<file path="src/rtl/refresh_sequencer.sv">
// refresh_sequencer: snapshot bank state, precharge open banks, REF.
// Define REFRESH_REOPEN_EN to re-activate snapshot-open rows afterwards.
module refresh_sequencer #(
  parameter int ROW_WIDTH  = 16,
  parameter int BANK_WIDTH = 3,
  parameter int CS_WIDTH   = 1,
  parameter int T_RP       = 4,
  parameter int T_RFC      = 64,
  parameter int T_RCD      = 4
) (
  input  logic                  clk,
  input  logic                  rst,
  input  logic                  ref_req_i,
  output logic                  ref_ack_o,
  output logic                  mnt_active_o,
  output logic [BANK_WIDTH-1:0] maint_bank_o,
  input  logic [ROW_WIDTH:0]    maint_bank_state_i,
  output logic [31:0]           mnt_instr_o,
  output logic                  mnt_valid_o,
  input  logic                  mnt_ready_i
);

  localparam int NUM_BANKS  = 1 << BANK_WIDTH;
  localparam int CS_OFFSET  = ROW_WIDTH + BANK_WIDTH;
  localparam int WE_OFFSET  = CS_OFFSET + CS_WIDTH;
  localparam int CAS_OFFSET = WE_OFFSET + 1;
  localparam int RAS_OFFSET = WE_OFFSET + 2;

  // {RAS, CAS, WE}
  localparam logic [2:0] C_ACT = 3'b011;
  localparam logic [2:0] C_PRE = 3'b010;
  localparam logic [2:0] C_REF = 3'b001;

  typedef enum logic [3:0] {
    S_IDLE,
    S_SCAN,
    S_PRE,
    S_WRP,
    S_REF,
    S_WRFC,
`ifdef REFRESH_REOPEN_EN
    S_ACT,
    S_WRCD,
`endif
    S_DONE
  } state_e;

  typedef logic [BANK_WIDTH-1:0] bank_t;
  typedef logic [NUM_BANKS-1:0]  mask_t;

  function automatic logic [31:0] mk(
    input logic [2:0]           rcw,
    input bank_t                b,
    input logic [ROW_WIDTH-1:0] r
  );
    logic [31:0] i;
    i = '0;
    i[31] = 1'b1;
    i[RAS_OFFSET] = rcw[2];
    i[CAS_OFFSET] = rcw[1];
    i[WE_OFFSET] = rcw[0];
    i[ROW_WIDTH +: BANK_WIDTH] = b;
    i[ROW_WIDTH-1:0] = r;
    return i;
  endfunction

  function automatic bank_t first_set(input mask_t m);
    bank_t f;
    f = '0;
    for (int i = NUM_BANKS - 1; i >= 0; i--)
      if (m[i]) f = bank_t'(i);
    return f;
  endfunction

  state_e      st_q;
  logic        pend_q;
  mask_t       open_q;
  mask_t       work_q;
  bank_t       bank_q;
  bank_t       cur_q;
  logic [7:0]  wait_q;
  logic        ack_q;
  logic        active_q;
  logic        valid_q;
  logic [31:0] instr_q;

  mask_t open_nx;
  mask_t rem;
  bank_t first_nx;
  bank_t first_rem;

`ifdef REFRESH_REOPEN_EN
  logic [ROW_WIDTH-1:0] rows_q [NUM_BANKS];
  bank_t                first_open;
`else
  logic unused_ok;
  assign unused_ok = ^{maint_bank_state_i[ROW_WIDTH-1:0], 8'(T_RCD)};
`endif

  // Open mask including this cycle's scan sample, and pending work.
  always_comb begin
    open_nx = open_q;
    open_nx[bank_q] = maint_bank_state_i[ROW_WIDTH];
    rem = work_q;
    rem[cur_q] = 1'b0;
    first_nx = first_set(open_nx);
    first_rem = first_set(rem);
`ifdef REFRESH_REOPEN_EN
    first_open = first_set(open_q);
`endif
  end

`ifdef REFRESH_REOPEN_EN
  // Row snapshot used to reopen banks after refresh.
  always_ff @(posedge clk) begin
    if (rst) begin
      for (int i = 0; i < NUM_BANKS; i++) rows_q[i] <= '0;
    end else if (st_q == S_SCAN) begin
      rows_q[bank_q] <= maint_bank_state_i[ROW_WIDTH-1:0];
    end
  end
`endif

  // Sequencer FSM with registered command/handshake outputs.
  always_ff @(posedge clk) begin
    if (rst) begin
      st_q     <= S_IDLE;
      pend_q   <= 1'b0;
      open_q   <= '0;
      work_q   <= '0;
      bank_q   <= '0;
      cur_q    <= '0;
      wait_q   <= '0;
      ack_q    <= 1'b0;
      active_q <= 1'b0;
      valid_q  <= 1'b0;
      instr_q  <= '0;
    end else begin
      ack_q <= 1'b0;
      if (st_q != S_IDLE && ref_req_i) pend_q <= 1'b1;
      unique case (st_q)
        S_IDLE: begin
          if (ref_req_i || pend_q) begin
            pend_q   <= 1'b0;
            st_q     <= S_SCAN;
            active_q <= 1'b1;
            bank_q   <= '0;
            open_q   <= '0;
          end
        end
        S_SCAN: begin
          open_q <= open_nx;
          if (bank_q == bank_t'(NUM_BANKS - 1)) begin
            bank_q  <= '0;
            valid_q <= 1'b1;
            if (|open_nx) begin
              st_q    <= S_PRE;
              work_q  <= open_nx;
              cur_q   <= first_nx;
              instr_q <= mk(C_PRE, first_nx, '0);
            end else begin
              st_q    <= S_REF;
              instr_q <= mk(C_REF, '0, '0);
            end
          end else begin
            bank_q <= bank_q + bank_t'(1);
          end
        end
        S_PRE: begin
          if (mnt_ready_i) begin
            work_q <= rem;
            if (|rem) begin
              cur_q   <= first_rem;
              instr_q <= mk(C_PRE, first_rem, '0);
            end else begin
              valid_q <= 1'b0;
              wait_q  <= 8'(T_RP);
              st_q    <= S_WRP;
            end
          end
        end
        S_WRP: begin
          wait_q <= wait_q - 8'd1;
          if (wait_q <= 8'd1) begin
            st_q    <= S_REF;
            valid_q <= 1'b1;
            instr_q <= mk(C_REF, '0, '0);
          end
        end
        S_REF: begin
          if (mnt_ready_i) begin
            valid_q <= 1'b0;
            wait_q  <= 8'(T_RFC);
            st_q    <= S_WRFC;
          end
        end
        S_WRFC: begin
          wait_q <= wait_q - 8'd1;
          if (wait_q <= 8'd1) begin
`ifdef REFRESH_REOPEN_EN
            if (|open_q) begin
              st_q    <= S_ACT;
              valid_q <= 1'b1;
              work_q  <= open_q;
              cur_q   <= first_open;
              instr_q <= mk(C_ACT, first_open, rows_q[first_open]);
            end else begin
              st_q  <= S_DONE;
              ack_q <= 1'b1;
            end
`else
            st_q  <= S_DONE;
            ack_q <= 1'b1;
`endif
          end
        end
`ifdef REFRESH_REOPEN_EN
        S_ACT: begin
          if (mnt_ready_i) begin
            work_q <= rem;
            if (|rem) begin
              cur_q   <= first_rem;
              instr_q <= mk(C_ACT, first_rem, rows_q[first_rem]);
            end else begin
              valid_q <= 1'b0;
              wait_q  <= 8'(T_RCD);
              st_q    <= S_WRCD;
            end
          end
        end
        S_WRCD: begin
          wait_q <= wait_q - 8'd1;
          if (wait_q <= 8'd1) begin
            st_q  <= S_DONE;
            ack_q <= 1'b1;
          end
        end
`endif
        S_DONE: begin
          st_q     <= S_IDLE;
          active_q <= 1'b0;
        end
        default: begin
          st_q <= S_IDLE;
        end
      endcase
    end
  end

  assign ref_ack_o    = ack_q;
  assign mnt_active_o = active_q;
  assign maint_bank_o = bank_q;
  assign mnt_instr_o  = instr_q;
  assign mnt_valid_o  = valid_q;

endmodule

</file>
<file path="config.mk">
export PLATFORM = sky130hd
export DESIGN_NAME = refresh_sequencer
export DESIGN_NICKNAME = d
export VERILOG_FILES = /design/src/rtl/refresh_sequencer.sv
export SDC_FILE = /design/constraint.sdc
export NUM_CORES = 1
export LEC_CHECK = 0
export ABC_AREA = 0
export BUFFER_PORTS_ARGS = -buffer_cell sky130_fd_sc_hd__buf_4
export CAP_MARGIN = 10
export CORE_UTILIZATION = 30
export CTS_CLUSTER_SIZE = 16
export DETAILED_ROUTE_END_ITERATION = 8
export PLACE_DENSITY_LB_ADDON = 0.25
export SLEW_MARGIN = 20
export SYNTH_ARGS = -nofsm -noshare
export SYNTH_HDL_FRONTEND = slang
export SYNTH_SLANG_ARGS = --single-unit
</file>
<file path="constraint.sdc">
create_clock -name clk -period 2.2 [get_ports clk]
set_input_delay 0.11 -clock clk [delete_from_list [all_inputs] [get_ports clk]]
set_output_delay 0.11 -clock clk [all_outputs]
set_load 0.02 [all_outputs]
</file>
==> flow_summary_export.csv, run 1 <==
group,metric,value,unit
clock_tree,htreeDepth,2,
critical_path,cp.required,2.39,ns
routing,first_pass_iters,4,
synthesis,yosysTopAreaCell,"dfxtp_1",
routing,vias,2823,
place,pre_cts_ws,-0.0592,ns
global_route,grt_pass1_vias,2511,
power,switchingPower,0.00126,W
synthesis,synth-simple-area-share,0.272,
global_route,antenna_found_initial,0,
critical_path,crit_path_start_kind,"register",
floorplan,start_util,0.307,
power,switching_share,0.400,
sta,whs,0.167,ns
synthesis,seq_area_frac_synth,0.288,
place,port_buffers,16,
synthesis,synthArstFlopShare,0,
sta,timing.fmax,0.464,GHz
clock_tree,clk_latency,0.30,ns
synthesis,synth.distinct_cells,67,
finish,num-nets-final,462,
clock_tree,hold_buffers,0,
clock_tree,cts_tree,"yes",
sta,finalHoldViolations,0,
global_route,grt_overflow,0,
critical_path,worstSetupPathType,"register to register",
clock_tree,clk_pin_slew,0.08,ns
synthesis,synth_area_leaders,"dfxtp_1 29%, nor2_1 6.9%, buf_4 6.5%",
floorplan,die_area,10400,sq um
synthesis,synth_ff_type,"dfxtp_1",
global_route,track_usage,0.149,
synthesis,ys_warn_count,0,
finish,synthToLayoutAreaGrowth,22.2,%
floorplan,core,9730,sq um
floorplan,num_rows,36,
sta,finalClockSkew,0.0108,ns
synthesis,syn_area,2990,sq um
critical_path,critPathMaxFanout,9,
clock_tree,root_buffer,"clkbuf_8",
power,p_comb_frac,0.503,
synthesis,avgSynthCellArea,7.78,sq um
sta,fin_crit,2.15,ns
power,ir_worst_vdd,0.000356,V
job,cap_violations,0,
finish,postLayoutCellArea,3650,sq um
synthesis,netlist.area_leader.share,0.288,
synthesis,synthAdderAreaFrac,0.0168,
sta,setup_viol,0,
routing,drtIter0Drc,146,
synthesis,synth_top_family_by_area,"simple AND/OR/NAND/NOR gates",
routing,antenna_left,0,
global_route,grt_pass1_wl,12200,microns
floorplan,ios,59,
synthesis,synth_edf_count,0,
clock_tree,clockBufferDepth,2,
status,status,"finished clean",
finish,fill_cells,1027,
finish,drive_gt1_frac,0.245,
synthesis,synthMuxAreaShare,0.0381,
place,place_area,3440,sq um
power,clkPwrFrac,0.196,
synthesis,synth-compound-area-share,0.260,
routing,postRouteWirelength,7550,microns
floorplan,dieHeight,102,microns
synthesis,synth_xor_area_frac,0,
clock_tree,cts.sink_count,43,
sta,min_period_over_period,0.979,
min_path,hold_path_class,"input pin to register",
routing,drc,0,
routing,avgViaCountPerCell,4.95,
finish,diodes,0,
critical_path,cp_data_arrival_time,2.34,ns
critical_path,crit_path_end_kind,"register",
clock_tree,cts_buffers,5,
sta,rsz0062_at_grt,"yes",
global_route,grt_max_degree,44,
synthesis,ys_ff_latch,43,
power,p_seq_frac,0.302,
place,gp_congestion,0.820,
routing,wl_per_cell,13.2,microns
floorplan,die-width,102,microns
power,cellLeakagePower,1.50,nW
place,post-dp-hpwl,5440,microns
power,power_density,866,nW/um^2
power,intPower,0.00190,W
synthesis,synth_cells,384,
sta,slew_viol_final,0,
sta,fin_ws,0.0464,ns
-- cells by family (layout without fill, tap and decap cells) --
kind of cell / after synthesis / after routing
and+or+nand+nor: 158 / 158
AOI/OAI and AO/OA: 110 / 110
buffers and inverters: 57 / 85
DFF: 43 / 43
muxes: 11 / 11
adders and majority gates: 4 / 4
other: 1 / 26
-- power by group through the flow --
stage,registers [W],clock network [W],logic (W)
5_1_grt,0.000966,0.000673,0.00175
4_1_cts,0.000949,0.000641,0.00152
3_5_place_dp,0.000964,0,0.00146
6_report,0.000953,0.000618,0.00159
2_1_floorplan,0.000991,0,0.00107
3_3_place_gp,0.000962,0,0.00146
-- layout by cell type, fill, tap and decap left out, types with 6 or more instances in the layout --
| cell type | n |
|---|---|
| dfxtp_1 | 38 |
| buf_4 | 70 |
| nor2b_1 | 11 |
| a22oi_1 | 7 |
| o21ai_0 | 8 |
| conb_1 | 26 |
| mux2i_1 | 8 |
| nor2_1 | 54 |
| o32ai_1 | 6 |
| a21oi_1 | 33 |
| nand2_1 | 30 |
| nand2b_1 | 9 |
| nor3_1 | 14 |
-- through the flow --
step	util	cells	power (W)	TNS (ns)
after global routing	0.375	570	0.00339	-0.0502
final	0.375	570	0.00316	0
after CTS	0.368	569	0.00311	-0.0917
after global placement	0.354	560	0.00242	-0.233
after detailed placement	0.354	560	0.00243	-0.485
after floorplan	-	409	0.00206	0
-- worst max-delay path, stage by stage (launching register included) --
cell	delay (ns)
dfxtp_2	0.34
buf_4	0.16
nor4b_1	0.15
or3_1	0.37
and4_1	0.22
a211oi_1	0.33
buf_4	0.18
nor2_1	0.06
a21bo_2	0.24
-- what timing repair did --
item,in CTS,in global routing
setup buffers,2,1
pin swaps,7,8
endpoints found under the setup margin,17,24
resized for setup,9,12
cloned,0,0
-- path summary, 6_finish.rpt --
kind / end / slack (ns) / from / cells past startpoint
hold reg to reg: mnt_instr_o[16] / 0.47 / mnt_instr_o[16] / 1
setup reg to reg: cur_q[0] / 0.05 / cur_q[2] / 8
hold / removal: pend_q / 0.17 / ref_req_i / 3
setup / recovery: cur_q[0] / 0.05 / cur_q[2] / 8
-- state kept, by name (all words and copies together) (netlist names) --
name,count
open_q,8
wait_q,8
work_q,8
mnt_instr_o,6
cur_q,3
maint_bank_o,3
st_q,3
mnt_active_o,1
mnt_valid_o,1
pend_q,1
ref_ack_o,1
-- routing by layer --
layer / track usage / vias to the layer above / part of all wire
met5: 0 / - / 0
met4: 0.0435 / 0 / 0.012
met3: 0.0269 / 9 / 0.037
met2: 0.223 / 62 / 0.44
met1: 0.217 / 1300 / 0.51
li1: - / 1452 / -
-- synthesized netlist by cell type (6+ instances only) --
cell type,number
a211oi_1,6
nand2b_1,10
a21oi_1,34
clkbuf_1,15
nor2b_1,11
nor3_1,15
dfxtp_1,43
buf_4,26
nand2_1,30
nor2_1,55
o21ai_0,8
a22oi_1,7
mux2i_1,8
o32ai_1,6
-- cell type report --
| cell class | count | area, sq um | area share |
|---|---|---|---|
| Multi-Input combinational cell | 309 | 1920 | 0.526 |
| Timing Repair Buffer | 72 | 566 | 0.155 |
| Clock buffer | 6 | 72.6 | 0.0199 |
| Clock inverter | 1 | 30.0 | 0.00823 |
| Tap cell | 133 | 166 | 0.0456 |
| Sequential cell | 43 | 872 | 0.239 |
| Inverter | 6 | 22.5 | 0.00617 |
No activity file was read; power rests on OpenSTA's default activity.
==> inputs of run 2 (changes only) <==
- CORE_UTILIZATION: 30 -> 40
==> run 2 against run 1 <==
Sequential cell count is the same. Routed wire length shrank 4.4%. Critical path type unchanged. Clock skew grew 0.0061 ns. Critical path depth shrank 1. Via count shrank 0.25%. Sequential share of layout area grew 0.66 points.
==> flow_summary_export.csv, run 2 (synthesized netlist as in run 1, its figures left out) <==
group,metric,value,unit
sta,final.setup.tns,0,ns
floorplan,num_rows,31,
sta,whs,0.161,ns
clock_tree,cts_tree,"yes",
global_route,grt_max_degree,44,
sta,setup_viol,0,
critical_path,critPathMaxFanout,5,
finish,postLayoutCellArea,3530,sq um
critical_path,cp_data_arrival_time,2.41,ns
floorplan,die_area,7820,sq um
sta,rsz0062_at_grt,"yes",
critical_path,cp-startpoint,"wait_q[3]",
status,status,"finished clean",
clock_tree,hold_buffers,0,
global_route,antenna_found_initial,0,
clock_tree,clockBufferDepth,2,
min_path,hold_path_class,"input pin to register",
routing,vias,2816,
routing,drtIter0Drc,139,
place,post-dp-hpwl,5220,microns
routing,avgViaCountPerCell,5.30,
power,cellLeakagePower,1.47,nW
global_route,track_usage,0.194,
routing,drc,0,
critical_path,crit_path_end_kind,"register",
finish,diodes,0,
sta,finalHoldViolations,0,
routing,first_pass_iters,4,
critical_path,crit_top_cell,"or4_4",
floorplan,dieHeight,88.4,microns
global_route,grt_pass1_vias,2455,
floorplan,start_util,0.412,
power,power_density,848,nW/um^2
critical_path,critPathMaxStageDelay,0.53,ns
critical_path,critPathSlowestCell,"or4_4",
clock_tree,cts.sink_count,43,
finish,layout_common_cells,"66 x buf_4, 55 x nor2_1, 38 x dfxtp_1",
sta,timing.fmax,0.455,GHz
sta,slew_viol_final,0,
sta,fin_crit,2.20,ns
clock_tree,cts_buffers,5,
floorplan,core,7250,sq um
clock_tree,clk_latency,0.30,ns
critical_path,worstSetupPathType,"register to register",
critical_path,crit_chain,"or4_4 > or4_4 > o2bb2ai_2 > a311oi_2 > buf_4 > a21oi_1 > a211oi_1",
floorplan,die-width,88.4,microns
clock_tree,clk_pin_slew,0.08,ns
floorplan,ios,59,
place,port_buffers,16,
routing,wl_per_cell,13.6,microns
sta,finalClockSkew,0.0169,ns
finish,reg_top3,"open_q x8, wait_q x8, work_q x8",
clock_tree,htreeDepth,2,
finish,synthToLayoutAreaGrowth,18.2,%
critical_path,r2r_setup_slack,0.001,ns
global_route,grt_overflow,0,
power,ir_worst_vdd,0.000409,V
global_route,grt_pass1_wl,11900,microns
critical_path,cp.required,2.41,ns
clock_tree,root_buffer,"clkbuf_8",
critical_path,reg2reg_depth,7,
place,place_area,3350,sq um
routing,postRouteWirelength,7210,microns
critical_path,worstSetupEndpoint,"st_q[2]",
finish,num-nets-final,457,
finish,final_common_cell,"buf_4",
job,cap_violations,0,
critical_path,r2r_start,"wait_q[3]",
sta,min_period_over_period,0.999,
routing,antenna_left,0,
finish,drive_gt1_frac,0.243,
critical_path,crit_path_start_kind,"register",
place,gp_congestion,0.839,
critical_path,regToRegEndpoint,"st_q[2]",
run 2: worst min-delay path by stage:
stage               startpoint         endpoint  slack (ns)  cells after the start
6_report             ref_req_i           pend_q        0.16                      3
5_1_grt              ref_req_i           pend_q        0.17                      3
4_1_cts              ref_req_i           pend_q        0.16                      3
3_5_place_dp   mnt_instr_o[16]  mnt_instr_o[16]        0.44                      1
3_3_place_gp   mnt_instr_o[17]  mnt_instr_o[17]        0.44                      1
2_1_floorplan        ref_req_i           pend_q        0.33                      2
run 2: cell type report:
cell class                      instances  area, sq um
Fill cell                             724         3720
Multi-Input combinational cell        309         1910
Sequential cell                        43          867
Timing Repair Buffer                   67          515
Tap cell                               99          124
Clock buffer                            6         82.6
Inverter                                6         22.5
Clock inverter                          1         5.00
run 2: layer usage:
layer | vias up | track usage | wire [microns]
li1 | 1441 | - | -
met1 | 1295 | 0.283 | 3730
met2 | 74 | 0.294 | 3170
met3 | 6 | 0.0354 | 255
met4 | 0 | 0.0469 | 65
met5 | - | 0 | 0
run 2: report_power, final:
part	total [W]	switching (W)	internal (W)
registers	0.000952	0.0000761	0.000876
clock network	0.000516	0.000270	0.000247
logic	0.00153	0.000881	0.000647
run 2: worst max-delay path: cells and delay by family (launching register included):
family	cells	cell delay [ns]
and+or+nand+nor	2	1.01
AOI/OAI and AO/OA	4	0.61
DFF	1	0.32
buffers and inverters	1	0.17
run 2: per-stage QoR:
stage	total power [W]	std cells	setup WS [ns]	utilization
finish	0.00300	531	0.00131	0.487
global route	0.00323	531	-0.116	0.487
CTS	0.00296	528	0.00202	0.479
detailed placement	0.00241	520	-0.0872	0.462
global placement	0.00239	520	-0.0472	0.462
floorplan	0.00206	409	0.00224	-
run 2: what timing repair did:
action,in CTS,in global routing
pin swaps,2,5
setup endpoints to repair,13,23
setup buffers,1,3
gates resized for setup,6,10
